==> src/rtl/vga_timing_ctrl.sv <==
// vga_timing_ctrl: raster sequencer for the VGA pipeline.
// Divides clk down to the pixel rate, walks counter_x/counter_y over the full
// raster, and emits video_on/hsync/vsync delayed by PIPE_DELAY clk so they line
// up with the draw blocks. Also provides line/frame strobes and a frame counter.
module vga_timing_ctrl #(
    parameter int   CLK_DIV    = 4,
    parameter int   H_ACTIVE   = 640,
    parameter int   H_FP       = 16,
    parameter int   H_SYNC     = 96,
    parameter int   H_BP       = 48,
    parameter int   V_ACTIVE   = 480,
    parameter int   V_FP       = 10,
    parameter int   V_SYNC     = 2,
    parameter int   V_BP       = 33,
    parameter logic SYNC_POL   = 1'b0,
    parameter int   PIPE_DELAY = 2
) (
    input  logic       clk,
    input  logic       rst,
    input  logic       enable,
    output logic [9:0] counter_x,
    output logic [9:0] counter_y,
    output logic       pix_tick,
    output logic       video_on,
    output logic       hsync,
    output logic       vsync,
    output logic       line_start,
    output logic       frame_start,
    output logic [7:0] frame_count
);

    localparam int H_TOTAL = H_ACTIVE + H_FP + H_SYNC + H_BP;
    localparam int V_TOTAL = V_ACTIVE + V_FP + V_SYNC + V_BP;

    localparam logic [3:0] DIV_LAST = 4'(CLK_DIV - 1);
    localparam logic [9:0] H_LAST   = 10'(H_TOTAL - 1);
    localparam logic [9:0] V_LAST   = 10'(V_TOTAL - 1);
    localparam logic [9:0] H_ACT    = 10'(H_ACTIVE);
    localparam logic [9:0] V_ACT    = 10'(V_ACTIVE);
    localparam logic [9:0] HS_FIRST = 10'(H_ACTIVE + H_FP);
    localparam logic [9:0] HS_LAST  = 10'(H_ACTIVE + H_FP + H_SYNC - 1);
    localparam logic [9:0] VS_FIRST = 10'(V_ACTIVE + V_FP);
    localparam logic [9:0] VS_LAST  = 10'(V_ACTIVE + V_FP + V_SYNC - 1);

    // Parameter sanity: counters are 10 bits, divider 4 bits, delay line up to 7 deep.
    if (H_TOTAL > 1024) begin : g_bad_htotal
        $error("vga_timing_ctrl: H_TOTAL exceeds 1024");
    end
    if (V_TOTAL > 1024) begin : g_bad_vtotal
        $error("vga_timing_ctrl: V_TOTAL exceeds 1024");
    end
    if (CLK_DIV < 1 || CLK_DIV > 16) begin : g_bad_div
        $error("vga_timing_ctrl: CLK_DIV must be 1..16");
    end
    if (PIPE_DELAY < 0 || PIPE_DELAY > 7) begin : g_bad_pipe
        $error("vga_timing_ctrl: PIPE_DELAY must be 0..7");
    end

    logic [3:0] div_cnt_q, div_cnt_d;
    logic [9:0] x_q, x_d;
    logic [9:0] y_q, y_d;
    logic [7:0] fc_q, fc_d;
    logic       ls_q, ls_d;
    logic       fs_q, fs_d;

    logic       vis_raw, hs_raw, vs_raw;
    logic       hsync_raw, vsync_raw;

    // The raster advances on the last divider phase of an enabled cycle.
    assign pix_tick = enable && (div_cnt_q == DIV_LAST);

    // Next-state for divider, raster counters, strobes and frame counter.
    always_comb begin
        div_cnt_d = div_cnt_q;
        x_d       = x_q;
        y_d       = y_q;
        fc_d      = fc_q;
        ls_d      = 1'b0;
        fs_d      = 1'b0;
        if (enable) begin
            div_cnt_d = pix_tick ? 4'd0 : div_cnt_q + 4'd1;
        end
        if (pix_tick) begin
            if (x_q == H_LAST) begin
                x_d  = 10'd0;
                ls_d = 1'b1;
                if (y_q == V_LAST) begin
                    y_d  = 10'd0;
                    fs_d = 1'b1;
                    fc_d = fc_q + 8'd1;
                end else begin
                    y_d = y_q + 10'd1;
                end
            end else begin
                x_d = x_q + 10'd1;
            end
        end
    end

    // Raster state register; reset parks the raster at (0,0) with no strobes.
    always_ff @(posedge clk) begin
        if (rst) begin
            div_cnt_q <= 4'd0;
            x_q       <= 10'd0;
            y_q       <= 10'd0;
            fc_q      <= 8'd0;
            ls_q      <= 1'b0;
            fs_q      <= 1'b0;
        end else begin
            div_cnt_q <= div_cnt_d;
            x_q       <= x_d;
            y_q       <= y_d;
            fc_q      <= fc_d;
            ls_q      <= ls_d;
            fs_q      <= fs_d;
        end
    end

    assign counter_x   = x_q;
    assign counter_y   = y_q;
    assign line_start  = ls_q;
    assign frame_start = fs_q;
    assign frame_count = fc_q;

    // Undelayed raster decode from the registered counters.
    assign vis_raw   = (x_q < H_ACT) && (y_q < V_ACT);
    assign hs_raw    = (x_q >= HS_FIRST) && (x_q <= HS_LAST);
    assign vs_raw    = (y_q >= VS_FIRST) && (y_q <= VS_LAST);
    assign hsync_raw = hs_raw ? SYNC_POL : ~SYNC_POL;
    assign vsync_raw = vs_raw ? SYNC_POL : ~SYNC_POL;

    if (PIPE_DELAY == 0) begin : g_nodly
        assign video_on = vis_raw;
        assign hsync    = hsync_raw;
        assign vsync    = vsync_raw;
    end else begin : g_dly
        logic [PIPE_DELAY-1:0] vis_q;
        logic [PIPE_DELAY-1:0] hsy_q;
        logic [PIPE_DELAY-1:0] vsy_q;

        // Free-running delay line (every clk) so held raster values still drain through.
        always_ff @(posedge clk) begin
            if (rst) begin
                vis_q <= '0;
                hsy_q <= {PIPE_DELAY{~SYNC_POL}};
                vsy_q <= {PIPE_DELAY{~SYNC_POL}};
            end else begin
                vis_q[0] <= vis_raw;
                hsy_q[0] <= hsync_raw;
                vsy_q[0] <= vsync_raw;
                for (int i = 1; i < PIPE_DELAY; i++) begin
                    vis_q[i] <= vis_q[i-1];
                    hsy_q[i] <= hsy_q[i-1];
                    vsy_q[i] <= vsy_q[i-1];
                end
            end
        end

        assign video_on = vis_q[PIPE_DELAY-1];
        assign hsync    = hsy_q[PIPE_DELAY-1];
        assign vsync    = vsy_q[PIPE_DELAY-1];
    end

endmodule

==> config.mk <==
export PLATFORM = sky130hd
export DESIGN_NAME = vga_timing_ctrl
export DESIGN_NICKNAME = d
export VERILOG_FILES = /design/src/rtl/vga_timing_ctrl.sv
export SDC_FILE = /design/constraint.sdc
export NUM_CORES = 1
export LEC_CHECK = 0
export CORE_AREA = 2 2 65 67
export CTS_BUF_LIST = sky130_fd_sc_hd__clkbuf_4
export DETAILED_ROUTE_END_ITERATION = 16
export DIE_AREA = 0 0 67 69
export GPL_TIMING_DRIVEN = 0
export PLACE_DENSITY = 0.88
export SLEW_MARGIN = 10
export SYNTH_ARGS = -nofsm -noshare
export SYNTH_HDL_FRONTEND = slang
export SYNTH_SLANG_ARGS = --single-unit
export TNS_END_PERCENT = 1
==> constraint.sdc <==
create_clock -name clk -period 2 [get_ports clk]
set_input_delay 0.5 -clock clk [delete_from_list [all_inputs] [get_ports clk]]
set_output_delay 0.5 -clock clk [all_outputs]
set_load 0.02 [all_outputs]
; Word-level counts from Yosys, hierarchy flattened
; Index checks and enable logic that the tools add are counted.
; Widths: inputs -> output; s select.
[totals]
mem_bits_rw = 0
out_inout_bits = 34
romBits = 0
latch_bits = 0
in_bits = 3
elab_cells = 39
register_bits = 40
n_memories = 0
[classes]
n_addsub = 4
div = 0
shift = 0
n_mux = 7
eq_ne = 3
n_mul = 0
reduce_logical = 8
bitwise = 2
magnitude_cmp = 6
[ops]
columns = cell, n
row1 = $add 10x1->10 const B, 2
row2 = $eq 10x10->1 const B, 2
row3 = $mux 10, 2
row4 = $ge 10x10->1 const B, 1
row5 = $ge 10x9->1 const B, 1
row6 = $le 10x10->1 const B, 1
row7 = $le 10x9->1 const B, 1
row8 = $lt 10x10->1 const B, 1
row9 = $lt 10x9->1 const B, 1
row10 = $add 8x1->8 const B, 1
row11 = $add 4x1->4 const B, 1
row12 = $eq 4x2->1 const B, 1
row13 = $logic_and 1x1->1, 4
row14 = $mux 1, 4
row15 = $mux 4, 1
row16 = $reduce_and 3->1, 1
row17 = $reduce_or 3->1, 1
row18 = $not 1->1, 2
row19 = $reduce_and 2->1, 1
row20 = $reduce_or 2->1, 1

; Logic depth before layout (Yosys ltp)
; Gate-level depths: netlist of run 1.
[logic_depth]
depth_word = 4
depth_mapped = 8
ltp_nobuf = 6

; Worst setup path after synthesis of run 1
; OpenSTA, ideal clock, no wires.
[synth_path]
kind = register -> register
from = register y_q[2], in the netlist counter_y[2]
to = register fc_q[6], in the netlist frame_count[6]
t_arrival_ps = 2007
stages_incl_launch_ff = 7
setup_ps = 71
required_time_ps = 1929
slack_ps = -78
path_buffers = 2
period_less_slack_ps = 2078
path_cell_list = dfxtp_1 clkbuf_1 nand4_1 or4_1 buf_2 or4_1 a21oi_1
[synth_between]
elab_chain_cells = 2
[synth_rtl]
columns = element, line
row1 = "start, declared", 61  ; logic [9:0] y_q, y_d;
row2 = "start signal, assigned", 112  ; y_q <= y_d;
row3 = $eq 10x10->1, 87  ; if (y_q == V_LAST) begin
row4 = $reduce_and 3->1 (no source line), n/a
row5 = "end signal, assigned", 106  ; fc_q <= 8'd0;
row6 = "end signal, assigned", 113  ; fc_q <= fc_d;
row7 = "end, declared", 62  ; logic [7:0] fc_q, fc_d;
; No other way between the ends.
; A chain may end at the register's enable or synchronous reset.

; Worst setup path in the final report of run 1
[layout_path]
from = register y_q[0], in the netlist counter_y[0]
to = register fc_q[5], in the netlist frame_count[5]
; The elaborated chain is that of the path after synthesis.

==> results of run 1 <==
-- how the worst max path moves through the flow --
stage | start | slack, ns | endpoint | cells past startpoint
global placement | enable | -0.97 | pix_tick | 4
floorplan | counter_y[6]$_SDFFE_PP0P_ | 0.01 | frame_count[6]$_SDFFE_PP0P_ | 5
detailed placement | enable | -0.96 | pix_tick | 4
finish | counter_y[0]$_SDFFE_PP0P_ | -0.06 | frame_count[5]$_SDFFE_PP0P_ | 7
global route | counter_y[0]$_SDFFE_PP0P_ | -0.17 | frame_count[5]$_SDFFE_PP0P_ | 7
CTS | counter_y[0]$_SDFFE_PP0P_ | -0.05 | frame_count[5]$_SDFFE_PP0P_ | 7
-- synth_stat cells (all sizes together) --
cell type	number
or2	2
nor2b	1
o21ai	8
o31ai	10
ha	6
xnor2	2
nor3	2
nor4	1
and4bb	1
buf	2
or4	11
and4b	1
nand3	14
dfxtp	40
nand2	8
mux2i	2
and4	3
xor2	8
nor2	18
and3	5
nand2b	2
or3	7
clkbuf	11
a21o	1
nand4	11
inv	7
nand4b	1
a21oi	20
nor4b	2
-- metal layers --
layer | up-vias | global-route usage (%) | part of all wire [%]
li1 | 854 | - | -
met1 | 796 | 23.5 | 43
met5 | - | 0 | 0
met3 | 9 | 5.22 | 6.0
met4 | 0 | 4.99 | 1.5
met2 | 74 | 30.9 | 49
-- what timing repair did --
item                       in CTS  in global routing
resized for setup              22                 17
setup buffers                   5                  0
pin swaps                       5                  0
hold endpoints to repair        0                  0
setup endpoints to repair      28                 31
-- cells by family after synthesis --
kind of cell,count (synthesis)
xor+xnor,10
buf+inv,20
simple gates,90
compound gates,39
mux,2
fa+ha+maj,6
flops,40
-- flip-flops by register name (all words and copies together) (netlist names) --
register,cells
counter_y,10
g_dly.vis_q,2
div_cnt_q,4
frame_start,1
g_dly.vsy_q,2
g_dly.hsy_q,2
frame_count,8
counter_x,10
line_start,1
-- power groups by stage --
stage	Clock [mW]	Sequential (mW)	Combinational (mW)
after detailed placement	0	0.824	0.0393
after global routing	0.425	0.803	0.0442
after floorplan	0	0.825	0.0236
after global placement	0	0.824	0.0380
final	0.390	0.803	0.0390
after CTS	0.402	0.803	0.0393
-- through the flow --
step | cells | TNS [ns]
6_report | 304 | -0.151
5_1_grt | 304 | -1.12
4_1_cts | 304 | -0.172
3_5_place_dp | 292 | -18.07
3_3_place_gp | 292 | -17.28
2_1_floorplan | 207 | 0
-- cells in the final DEF (no fill, tap or decap), drive strengths merged, types with 3 or more instances in the layout --
cell type / count
inv: 7
or4: 11
ha: 6
a21oi: 20
and3: 5
clkinv: 3
nand3: 14
or3: 7
xor2: 8
nand4: 11
nor2: 18
buf: 9
o21ai: 8
dlymetal6s2s: 7
clkdlybuf4s50: 25
and4: 3
nand2: 8
o31ai: 10
dfxtp: 40
clkbuf: 14
-- area by class of cell --
class | count | area share, %
multi-input combinational | 147 | 40.1
timing repair buffer | 40 | 16.8
inverter | 7 | 1.10
sequential | 40 | 34.5
clock buffer | 5 | 1.58
clock inverter | 3 | 0.579
tap | 50 | 2.63
buffer | 12 | 2.74
==> qor.yml, run 1 <==
status: "finished with violations"
violations: "negative setup slack"
ys_ff_latch: 40
area_growth_pct: 32.2
drc: 0
drt_iter0_drc: 106
worstReg2RegEnd: "frame_count[5]$_SDFFE_PP0P_"
power_density_mw_per_mm2: 518
dp_hpwl_mm: 2.74
combPwrFrac_pct: 3.2
hold_violations: 0
antenna_cells: 0
track_usage_pct: 18.7
clk_latency_ns: 0.35
cts_buffer_depth: 2
maxCapViolCount: 0
drive_above_1_share_pct: 15.7
finalClockSkew_ns: 0.0150
seqPwrFrac_pct: 65.2
multi_input_area_um2: 953
avgSynthCellArea_um2: 8.69
post-synth-top-area-cell: "dfxtp_1"
routabilityCongestion: 0.850
core_mm2: 0.00391
synth_mux_area_share_pct: 1.11
syn_nets: 216
cts_buffers: 5
dp_worst_setup_slack_ns: -0.961
critical-path-top-delay-family: "simple AND/OR/NAND/NOR gates"
routedWlPerCell_um: 13.6
ant_nets: 0
final_net_count: 262
synth_top_cell_area_share_pct: 44.5
ys_seq_area_share_pct: 44.5
die_w_um: 67
cts_tree: "built"
syn-cell-area_mm2: 0.00180
worstMarginPinSlew_ns: 0.501
synthXorXnorAreaFrac_pct: 4.87
regToRegSetupSlack_ns: -0.06
path_cells: "inv_1 -> ha_1 -> nand4_1 -> or4_4 -> buf_6 -> or4_1 -> a21oi_2"
swShare_pct: 23.5
yosys.area_share.simple_pct: 28.7
fp.dieH_um: 69
period_needed_ns: 2.06
htree_levels: 2
gr-total-overflow: 0
hold_class: "reg -> reg"
p_leak_nw: 0.945
grt_max_degree: 13
grt_pass1_wl_mm: 6.80
clkSlewWorstSetupHoldPaths_ns: 0.12
io_pins: 37
die-area_mm2: 0.00462
cts.sinks: 40
num_rows: 23
cp.arrival_ns: 2.33
end_kind: "register"
cts_hold_buf: 0
design_area_mm2: 0.00238
crit_type: "reg -> reg"
start_util_pct: 46.0
grt_pass1_vias: 1476
antenna_found_initial: 0
rsz0062_at_grt: "yes"
drtPass1Iterations: 4
intPower_uw: 942
synthAdderAreaFrac_pct: 4.17
vias: 1733
cp_max_fo: 8
path_buf_inv: 2
setup_slack_ns: -0.0570
worstPathRequired_ns: 2.28
r2r-start: "counter_y[0]$_SDFFE_PP0P_"
via_per_inst: 5.70
hp-start: "g_dly.vsy_q[0]$_SDFF_PP1_"
synth-compound-area-share_pct: 12.4
whs_ns: 0.424
critical_path.max_stage_delay_ns: 0.52
cts_root_buffer: "clkbuf_4"
synthTopCellsByArea: "dfxtp_1 45%, a21oi_1 5.6%, or4_1 4.6%"
max_clock_freq_mhz: 486
slew_headroom_pct: 66.6
netSwitchingPower_uw: 289
clkPwrFrac_pct: 31.7
start_kind: "register"
slowest_stage: "or4_1"
reg2regPathDepth: 7
synth_cell_types: 30
dpl_cell_area_mm2: 0.00222
synth_top_family_by_area: "simple AND/OR/NAND/NOR gates"
total_power_mw: 1.23
ir_drop_v: 0.000393
utilization_pct: 60.8
postRouteWirelength_mm: 4.14
synth_cells: 207
final-max-slew-violation-count: 0
fillerInstances: 362
hold_path_depth: 1
register_area_um2: 820
numPortBuffers: 35
setup_violations: 4
yosys_warnings: 0
min_to: "g_dly.vsy_q[1]$_SDFF_PP1_"
fin_crit_sh_pct: 103
Power figures use the tool's default switching activity.
==> run 2: changes to the inputs <==
--- a/config.mk
+++ b/config.mk
@@ -5,12 +5,14 @@
 export SDC_FILE = /design/constraint.sdc
 export NUM_CORES = 1
 export LEC_CHECK = 0
-export CORE_AREA = 2 2 65 67
+export CELL_PAD_IN_SITES_DETAIL_PLACEMENT = 0
+export CELL_PAD_IN_SITES_GLOBAL_PLACEMENT = 2
+export CORE_AREA = 3 3 85 87
 export CTS_BUF_LIST = sky130_fd_sc_hd__clkbuf_4
 export DETAILED_ROUTE_END_ITERATION = 16
-export DIE_AREA = 0 0 67 69
+export DIE_AREA = 0 0 88 90
 export GPL_TIMING_DRIVEN = 0
-export PLACE_DENSITY = 0.88
+export PLACE_DENSITY = 0.87
 export SLEW_MARGIN = 10
 export SYNTH_ARGS = -nofsm -noshare
 export SYNTH_HDL_FRONTEND = slang
==> run 2 against run 1 <==
  * The flow still finishes with violations (negative setup slack)
  * Global-route usage fell by 6.4 points
  * Sequential share of layout area shrank 1.7 points
  * Sequential power down 0.5%
  * Critical path type unchanged
  * Largest cell class unchanged
  * Largest power group unchanged
==> qor.yml, run 2 (synthesis gave the netlist of run 1 again) <==
status: "finished with violations"  # unchanged
violations: "negative setup slack"  # unchanged
hold_path_depth: 1  # unchanged
antenna_cells: 0  # unchanged
setup_violations: 4  # unchanged
postRouteWirelength_mm: 4.61  # was 4.14 mm
drt_iter0_drc: 70  # was 106
cts.sinks: 40  # unchanged
maxCapViolCount: 0  # unchanged
area_growth_pct: 39.9  # was 32.2%
io_pins: 37  # unchanged
min_to: "g_dly.hsy_q[1]$_SDFF_PP1_"  # was g_dly.vsy_q[1]$_SDFF_PP1_
layout_common_cells: "31 x dfxtp_1, 22 x clkdlybuf4s50_1, 18 x nor2_1"  # was 31 x dfxtp_1, 25 x clkdlybuf4s50_1, 18 x nor2_1, 18 x a21oi_1, 14 x nand3_1
power_density_mw_per_mm2: 501  # was 518 mW/mm²
path_buf_inv: 1  # was 2
grt_pass1_wl_mm: 7.91  # was 6.80 mm
htree_levels: 2  # unchanged
cp.arrival_ns: 2.36  # was 2.33 ns
start_util_pct: 28.0  # was 46.0%
antenna_found_initial: 0  # unchanged
hold_violations: 0  # unchanged
final_net_count: 268  # was 262
path_cells: "or3_4 -> or4_4 -> buf_6 -> or4_1 -> a21oi_2"  # was inv_1 -> ha_1 -> nand4_1 -> or4_4 -> buf_6 -> or4_1 -> a21oi_2
final-max-slew-violation-count: 0  # unchanged
die-area_mm2: 0.00792  # was 0.00462 mm²
dp_hpwl_mm: 3.10  # was 2.74 mm
p_leak_nw: 1.04  # was 0.945 nW
track_usage_pct: 12.3  # was 18.7%
num_rows: 29  # was 23
core_mm2: 0.00642  # was 0.00391 mm²
end_kind: "register"  # unchanged
critical_path.max_stage_delay_ns: 0.49  # was 0.52 ns
grt_pass1_vias: 1689  # was 1476
regToRegSetupSlack_ns: -0.08  # was -0.06 ns
rsz0062_at_grt: "yes"  # unchanged
fillerInstances: 654  # was 362
cts_buffers: 5  # unchanged
slew_headroom_pct: 63.4  # was 66.6%
period_needed_ns: 2.08  # was 2.06 ns
cts_tree: "built"  # unchanged
gr-total-overflow: 0  # unchanged
drtPass1Iterations: 4  # unchanged
numPortBuffers: 35  # unchanged
dp_worst_setup_slack_ns: -0.981  # was -0.961 ns
worstPathRequired_ns: 2.28  # about the same
routabilityCongestion: 0.740  # was 0.850
setup_slack_ns: -0.0773  # was -0.0570 ns
ant_nets: 0  # unchanged
clkSlewWorstSetupHoldPaths_ns: 0.12  # about the same
clk_latency_ns: 0.34  # was 0.35 ns
via_per_inst: 5.13  # was 5.70
worstMarginPinSlew_ns: 0.549  # was 0.501 ns
cts_hold_buf: 0  # unchanged
cts_buffer_depth: 2  # unchanged
cp_max_fo: 8  # unchanged
crit_type: "reg -> reg"  # unchanged
start_kind: "register"  # unchanged
critical-path-top-delay-family: "simple AND/OR/NAND/NOR gates"  # unchanged
vias: 1730  # was 1733
fin_crit_sh_pct: 104  # was 103%
final_common_cell: "dfxtp_1"  # unchanged
fp.dieH_um: 90  # was 69 µm
finalClockSkew_ns: 0.00486  # was 0.0150 ns
register_area_um2: 825  # was 820 µm²
multi_input_area_um2: 981  # was 953 µm²
slowest_stage: "or4_4"  # was or4_1
ir_drop_v: 0.000405  # was 0.000393 V
worstReg2RegEnd: "frame_count[2]$_SDFFE_PP0P_"  # was frame_count[5]$_SDFFE_PP0P_
cts_root_buffer: "clkbuf_4"  # unchanged
die_w_um: 88  # was 67 µm
max_clock_freq_mhz: 481  # was 486 MHz
drive_above_1_share_pct: 19.6  # was 15.7%
routedWlPerCell_um: 13.7  # was 13.6 µm
hold_class: "reg -> reg"  # unchanged
reg2regPathDepth: 5  # was 7
total_power_mw: 1.26  # was 1.23 mW
drc: 0  # unchanged
hp-start: "g_dly.hsy_q[0]$_SDFF_PP1_"  # was g_dly.vsy_q[0]$_SDFF_PP1_
grt_max_degree: 13  # unchanged
r2r-start: "counter_y[6]$_SDFFE_PP0P_"  # was counter_y[0]$_SDFFE_PP0P_
[run 2: changes by cell type in the layout (fill, tap and decap cells not counted), moves of 2 or more]
cell / previous run / this run
dfxtp_2: 6 / 4
dlymetal6s2s_1: 7 / 10
dfxtp_4: 3 / 5
clkdlybuf4s50_1: 25 / 22
a21oi_2: 2 / 4
clkinv_2: 2 / 0
a21oi_1: 18 / 16
buf_4: 7 / 12
buf_6: 1 / 4
[run 2: final cells by class]
cell class | instances | area share, %
buffer | 11 | 2.73
clock buffer | 6 | 1.79
clock inverter | 2 | 0.447
inverter | 7 | 1.04
multi-input combinational | 147 | 39.0
sequential | 40 | 32.8
tap | 77 | 3.83
timing repair buffer | 47 | 18.4
[run 2: repair_timing]
item / CTS / global route
gates resized for setup: 29 / 25
setup endpoints to repair: 29 / 33
pin swaps: 18 / 1
setup buffers: 11 / 1
[run 2: worst max-delay path by stage]
stage          cells after the start  slack, ns                     endpoint                 startpoint
2_1_floorplan                      5       0.01  frame_count[6]$_SDFFE_PP0P_  counter_y[6]$_SDFFE_PP0P_
3_3_place_gp                       4      -1.04                     pix_tick                     enable
3_5_place_dp                       4      -0.98                     pix_tick                     enable
4_1_cts                            5      -0.04  frame_count[2]$_SDFFE_PP0P_  counter_y[6]$_SDFFE_PP0P_
5_1_grt                            5      -0.13  frame_count[2]$_SDFFE_PP0P_  counter_y[6]$_SDFFE_PP0P_
6_report                           5      -0.08  frame_count[2]$_SDFFE_PP0P_  counter_y[6]$_SDFFE_PP0P_
[run 2: per-stage QoR]
stage | setup TNS (ns) | hold WS (ns) | instances | area [µm²] | utilization, %
after floorplan | 0 | 0.389 | 207 | 1810 | -
after global placement | -21.56 | 0.395 | 319 | 2250 | 35.1
after detailed placement | -20.67 | 0.400 | 319 | 2250 | 35.1
after CTS | -0.257 | 0.430 | 337 | 2440 | 38.0
after global routing | -0.914 | 0.448 | 337 | 2520 | 39.2
final | -0.170 | 0.425 | 337 | 2520 | 39.2
[run 2: worst register-to-register path: cells and delay by family, from the launching register on]
| family | cells | cell delay [ns] |
|---|---|---|
| simple gates | 3 | 1.36 |
| flops | 1 | 0.36 |
| buf+inv | 1 | 0.15 |
| compound gates | 1 | 0.14 |
[run 2: where the power goes]
group          total, mW  internal [mW]  switching, mW
clock network      0.415          0.148          0.267
registers          0.799          0.796        0.00275
logic             0.0476         0.0194         0.0283
[run 2: routing by layer]
metal | vias to the layer above | global-route usage [%] | part of all wire (%)
li1 | 863 | - | -
met1 | 812 | 16.2 | 48
met2 | 47 | 19.5 | 46
met3 | 8 | 3.02 | 4.5
met4 | 0 | 3.96 | 1.2
met5 | - | 0 | 0
